==> config.mk <==
export PLATFORM = sky130hd
export DESIGN_NAME = fetch_unit
export DESIGN_NICKNAME = d
export VERILOG_FILES = /design/src/rtl/rv32i_defs_pkg.sv /design/src/rtl/fetch_unit.sv
export SDC_FILE = /design/constraint.sdc
export NUM_CORES = 1
export LEC_CHECK = 0
export CAP_MARGIN = 40
export CORE_MARGIN = 5
export CORE_UTILIZATION = 35
export DETAILED_ROUTE_END_ITERATION = 7
export GPL_TIMING_DRIVEN = 0
export PLACE_DENSITY = 0.69
export SLEW_MARGIN = 10
export SYNTH_ARGS = -nofsm -noshare
export SYNTH_HDL_FRONTEND = slang
export SYNTH_SLANG_ARGS = --single-unit
==> constraint.sdc <==
create_clock -name clk -period 5.6 [get_ports clk]
set_clock_uncertainty 0.15 [all_clocks]
set_input_delay 1.12 -clock clk [delete_from_list [all_inputs] [get_ports clk]]
set_output_delay 1.12 -clock clk [all_outputs]
set_load 0.01 [all_outputs]
==> src/rtl/rv32i_defs_pkg.sv <==
// Shared rv32i core definitions: datapath width, canonical NOP and the
// instruction fetch state encoding.
package rv32i_defs;

    localparam int XLEN = 32;

    // addi x0, x0, 0
    localparam logic [XLEN-1:0] NOP_INSTR = 32'h0000_0013;

    typedef enum logic [1:0] {
        IDLE  = 2'd0,
        REQ   = 2'd1,
        WAIT  = 2'd2,
        VALID = 2'd3
    } fetch_state_t;

endpackage

==> src/rtl/fetch_unit.sv <==
// Instruction fetch stage: owns the PC, runs one imem request at a time and
// hands the fetched word to decode over a valid/ready pair.
module fetch_unit
    import rv32i_defs::*;
#(
    parameter logic [XLEN-1:0] RESET_PC = 32'h0000_0000
) (
    input  logic            clk,
    input  logic            rst,

    output logic            imem_req,
    output logic [XLEN-1:0] imem_addr,
    input  logic            imem_gnt,
    input  logic            imem_rvalid,
    input  logic [XLEN-1:0] imem_rdata,

    input  logic            redirect,
    input  logic [XLEN-1:0] redirect_pc,

    output logic            instr_valid,
    input  logic            instr_ready,
    output logic [XLEN-1:0] instr,
    output logic [XLEN-1:0] instr_pc,
    output logic [XLEN-1:0] instr_pc_plus4
);

    fetch_state_t    state_q;
    logic [XLEN-1:0] pc_q;
    logic [XLEN-1:0] pc_d;
    logic            kill_q;
    logic            imem_req_q;
    logic            instr_valid_q;
    logic [XLEN-1:0] instr_q;
    logic [XLEN-1:0] instr_pc_q;
    logic            fetchAdvance;

    // The PC only advances when a live (not killed) response is captured;
    // a redirect always wins and its low two bits are dropped.
    always_comb begin
        fetchAdvance = (state_q == WAIT) && imem_rvalid && !kill_q && !redirect;
        pc_d         = pc_q;
        if (redirect) begin
            pc_d = redirect_pc & ~XLEN'(3);
        end else if (fetchAdvance) begin
            pc_d = pc_q + XLEN'(4);
        end
    end

    always_ff @(posedge clk or posedge rst) begin
        if (rst) begin
            state_q       <= IDLE;
            pc_q          <= RESET_PC;
            kill_q        <= 1'b0;
            imem_req_q    <= 1'b0;
            instr_valid_q <= 1'b0;
            instr_q       <= NOP_INSTR;
            instr_pc_q    <= RESET_PC;
        end else begin
            pc_q <= pc_d;
            case (state_q)
                IDLE: begin
                    state_q    <= REQ;
                    imem_req_q <= 1'b1;
                end
                REQ: begin
                    // A redirect on the grant cycle still lets the old fetch
                    // go out, so its response must be discarded later.
                    if (imem_gnt) begin
                        state_q    <= WAIT;
                        imem_req_q <= 1'b0;
                        kill_q     <= redirect;
                    end
                end
                WAIT: begin
                    if (imem_rvalid) begin
                        if (redirect || kill_q) begin
                            state_q    <= REQ;
                            imem_req_q <= 1'b1;
                            kill_q     <= 1'b0;
                        end else begin
                            state_q       <= VALID;
                            instr_valid_q <= 1'b1;
                            instr_q       <= imem_rdata;
                            instr_pc_q    <= pc_q;
                        end
                    end else if (redirect) begin
                        kill_q <= 1'b1;
                    end
                end
                VALID: begin
                    // Decode squashes on redirect too, so a same-cycle
                    // handshake is simply dropped along with the word.
                    if (redirect || instr_ready) begin
                        state_q       <= REQ;
                        imem_req_q    <= 1'b1;
                        instr_valid_q <= 1'b0;
                    end
                end
                default: begin
                    state_q       <= IDLE;
                    imem_req_q    <= 1'b0;
                    instr_valid_q <= 1'b0;
                    kill_q        <= 1'b0;
                end
            endcase
        end
    end

    assign imem_req       = imem_req_q;
    assign imem_addr      = pc_q;
    assign instr_valid    = instr_valid_q;
    assign instr          = instr_q;
    assign instr_pc       = instr_pc_q;
    assign instr_pc_plus4 = instr_pc_q + XLEN'(4);

endmodule

After elaboration in Yosys (flattened, before gate mapping)
Index checks and enable logic that the tools add are counted.
{"block": "word_totals", "input_bits": 70, "word_cells": 57, "ff_bits": 101, "output_inout_bits": 130}
{"block": "op_classes", "reduce_logical": 16, "bitwise": 1, "n_eq_ne": 10, "add_sub_neg": 2, "mux": 21}
{"operator": "$add 32x3->32 const B", "n": 2}
{"operator": "$mux 32", "n": 2}
{"operator": "$reduce_and 4->1", "n": 3}
{"operator": "$mux 1", "n": 11}
{"operator": "$mux 2", "n": 4}
{"operator": "$ne 2x2->1 const B", "n": 4}
{"operator": "$pmux 2 s4", "n": 1}
{"operator": "$reduce_and 3->1", "n": 2}
{"operator": "$reduce_bool 2->1", "n": 3}
{"operator": "$eq 2x2->1 const B", "n": 2}
{"operator": "$pmux 1 s2", "n": 2}
{"operator": "$pmux 1 s4", "n": 1}
{"operator": "$logic_and 1x1->1", "n": 3}
{"operator": "$ne 3x2->1 const B", "n": 1}
{"operator": "$ne 3x3->1 const B", "n": 1}
{"operator": "$eq 2x1->1 const B", "n": 1}
{"operator": "$logic_not 1->1", "n": 2}
{"operator": "$logic_not 2->1", "n": 1}
{"operator": "$logic_or 1x1->1", "n": 2}
{"operator": "$ne 2x1->1 const B", "n": 1}
{"operator": "$not 1->1", "n": 1}

Logic depth before layout (Yosys ltp)
{"block": "logic_depth", "depth_word": 6, "depth_mapped": 8, "ltp_nobuf": 6}

Least setup slack after synthesis
No wires, ideal clock.
{"block": "synth_timing", "path_type": "reg-to-output", "startpoint": "reg instr_pc_q[9] (netlist: instr_pc[9])", "endpoint": "out instr_pc_plus4[26]", "n_path_buf": 0, "setup_slack_ps": 2682, "t_arrival_ps": 1648, "required_time_ps": 4330, "path_stages_with_launch": 5, "cell_sequence": "dfrtp_1 > nand4_1 > nor3_1 > nand4b_1 > xnor2_1"}
{"block": "synth_via", "elab_chain_cells": 1}
{"element": "start, declared", "line_no": "fetch_unit.sv:34", "text": "logic [XLEN-1:0] instr_pc_q;"}
{"element": "start signal, assigned", "line_no": "fetch_unit.sv:84", "text": "instr_pc_q <= pc_q;"}
{"element": "$add 32x3->32", "line_no": "fetch_unit.sv:114", "text": "assign instr_pc_plus4 = instr_pc_q + XLEN'(4);"}
{"element": "end, declared", "line_no": "fetch_unit.sv:24", "text": "output logic [XLEN-1:0] instr_pc_plus4"}
No other way between the ends.

Worst setup path in the final report
{"block": "layout_timing", "startpoint": "reg instr_pc_q[3] (netlist: instr_pc[3])", "endpoint": "out instr_pc_plus4[18]"}
The elaborated chain is that of the path after synthesis.

==> flow_metrics.tcl <==
set metrics [dict create \
    drt_pass1_iterations 4 \
    hold_path_depth 1 \
    n_fill_cell 1260 \
    worstMarginPinSlew_ps 790 \
    cp_data_arrival_time_ps 2820 \
    grt_overflow 0 \
    drt_iter0_drc 232 \
    area_delta_synth_final_pct 50.5 \
    worstSetupPathType "flip-flop to primary output" \
    p_per_area_mw_per_mm2 421 \
    cts_sinks 97 \
    crit_top_cell "nand3_1" \
    synth-edff-count 0 \
    fmax_mhz 244 \
    drv_cap 0 \
    grt_pass1_wl_mm 24.5 \
    place_area_sq_mm 0.00715 \
    finalWorstSetupSlack_ps 1510 \
    portBuffers 191 \
    rsz0062_at_grt "no" \
    crit_chain "ha_1 > nand3_1 > nor4_2 > nand3_1 > xnor2_1 > clkdlybuf4s50_1" \
    start_util_pct 35.7 \
    finalWeightedCongestion 0.816 \
    status "completed" \
    syn_inst 457 \
    total_power_mw 3.14 \
    setup.worst_path.start_class "flip-flop" \
    yosysSeqAreaShare_pct 49.1 \
    max_stage_delay_ps 660 \
    clk_latency_ps 350 \
    timing.reg2reg.setup_slack_ps 2780 \
    dp_worst_setup_slack_ps 1840 \
    h-tree-depth 3 \
    r2r-end "instr[21]" \
    hpwlAfterDp_mm 12.1 \
    drt_wl_total_mm 15.6 \
    drive_gt1_share_pct 15.1 \
    cpMaxStageDelayCell "nor4_2" \
    synth_seq_cells 97 \
    die_x_um 129 \
    grt_antenna_before_repair 0 \
    setup_viol 0 \
    maxSlewHeadroom_pct 46.9 \
    synthMuxAreaShare_pct 13.8 \
    grt_max_degree 58 \
    die_h_um 129 \
    antenna_cells 0 \
    rows 43 \
    synth_compound_area_share_pct 7.91 \
    hp-class "flip-flop to flip-flop" \
    r2r_start "state_q[0]" \
    track_usage_pct 18.7 \
    cts_max_path_buffers 2 \
    ys.flop_type "dfrtp_1" \
    synthAdderAreaFrac_pct 1.26 \
    synth-xor-area-share_pct 6.72 \
    synthArstFlopShare_pct 100 \
    synth_top_family_by_area "simple AND/OR/NAND/NOR gates" \
    fin_crit_ps 4090 \
    synth_area_sq_mm 0.00495 \
    cts_hold_buf 0 \
    period_share_pct 73.0 \
    syn_area_per_cell_sq_um 10.8 \
    layout_commonest_cell "clkdlybuf4s50_1" \
    cts_root_buffer "clkbuf_16" \
    fin_nets 741 \
    crit_path_max_fanout 5 \
    timing.hold.ws_ps 358 \
    ff2ff_path_depth 7 \
    stdcell_area_sq_mm 0.00745 \
    placed_cells 835 \
    final_hold_viol_count 0 \
    p_leak_nw 3.04 \
    vias_per_cell 5.28 \
    utilization_pct 53.7 \
    drv_slew 0 \
    instances_no_fill 851 \
    whs_endpoint "instr[24]" \
    antenna_left 0 \
    drcViolationCount 0 \
    grt_pass1_vias 4676 \
    synth_cell_types 47 \
    core_sq_mm 0.0139 \
    critical_path.endpoint_type "primary output" \
    hp-start "instr[24]" \
    worst-path-buf-inv 1 \
    ctsResizeCount 0 \
    tns_ps 0 \
    cts_made_buffers 9 \
    cp.required_ps 4330 \
    pin_count 200 \
    yosysWarnings 0 \
    mostFrequentLayoutCells "clkdlybuf4s50_1 (191), dfrtp_1 (94), mux2_2 (60)" \
    cts_tree "yes" \
    wl_per_cell_um 18.3 \
    cts_setup_buffers 0 \
    design.die.area_sq_mm 0.0166 \
    ir_drop_mv 0.222 \
    crit_family "simple AND/OR/NAND/NOR gates" \
    yosys.area_share.simple_pct 17.6 \
    clkTransAtPathRegs_ps 60 \
    dr_total_vias 4491 \
]
==> synthesized netlist by cell type (all sizes together), types with 4 or more instances <==
cell | n | area share (%)
mux2 | 60 | 14
a31oi | 18 | 2.3
or4 | 14 | 2.2
xor2 | 9 | 1.6
nand4 | 16 | 2.1
nor4 | 7 | 0.88
and4 | 9 | 1.6
nand3 | 23 | 2.3
clkbuf | 10 | 0.76
dfrtp | 94 | 48
nor2 | 23 | 1.7
ha | 5 | 1.3
buf | 15 | 1.8
and3 | 6 | 0.76
o31ai | 12 | 1.8
nor3 | 5 | 0.51
a21oi | 4 | 0.40
nand2 | 37 | 2.8
xnor2 | 29 | 5.1
o21ai | 18 | 1.8
or3 | 4 | 0.51
inv | 11 | 0.83
==> kinds of logic (layout without fill, tap and decap cells) <==
kind of cell    Yosys count  after routing
mux                      61             61
buf+inv                  37            246
flops                    97             97
simple gates            156            156
fa+ha+maj                 5              5
other cells               1              6
compound gates           62             62
xor+xnor                 38             38
==> how the worst max path moves through the flow <==
stage                start            endpoint  slack (ps)  cells past startpoint
2_1_floorplan          rst       imem_addr[10]        1800                      1
3_3_place_gp           rst            imem_req         260                      2
3_5_place_dp   instr_pc[3]  instr_pc_plus4[18]        1840                      6
4_1_cts        instr_pc[3]  instr_pc_plus4[18]        1430                      6
5_1_grt        instr_pc[3]  instr_pc_plus4[18]        1310                      6
6_report       instr_pc[3]  instr_pc_plus4[18]        1510                      6
==> power breakdown <==
part | switching (mW) | internal (mW)
clock | 0.279 | 0.359
sequential | 0.245 | 0.926
combinational | 0.501 | 0.826
total | 1.03 | 2.11
==> state kept, by name (all words and copies together), names as in the netlist <==
name         flops
kill_q           1
state_q          2
imem_req         1
imem_addr       30
instr_pc        30
instr           32
instr_valid      1
==> layout make-up <==
type | instances | area, sq um | share of cell area (%)
sequential | 97 | 2430 | 32.6
multi-input combinational | 328 | 2370 | 31.9
timing repair buffer | 193 | 1940 | 26.1
clock buffer | 10 | 239 | 3.21
tap | 180 | 225 | 3.02
buffer | 25 | 125 | 1.68
clock inverter | 6 | 65.1 | 0.873
inverter | 12 | 47.5 | 0.638
==> per-layer routing <==
layer | global-route usage, % | wire length, um | up-vias
li1 | - | - | 2083
met1 | 22.4 | 6170 | 2193
met2 | 30.8 | 7580 | 184
met3 | 7.10 | 1440 | 31
met4 | 6.79 | 386 | 0
met5 | 0 | 0 | -
(Power assumes the default switching activity.)
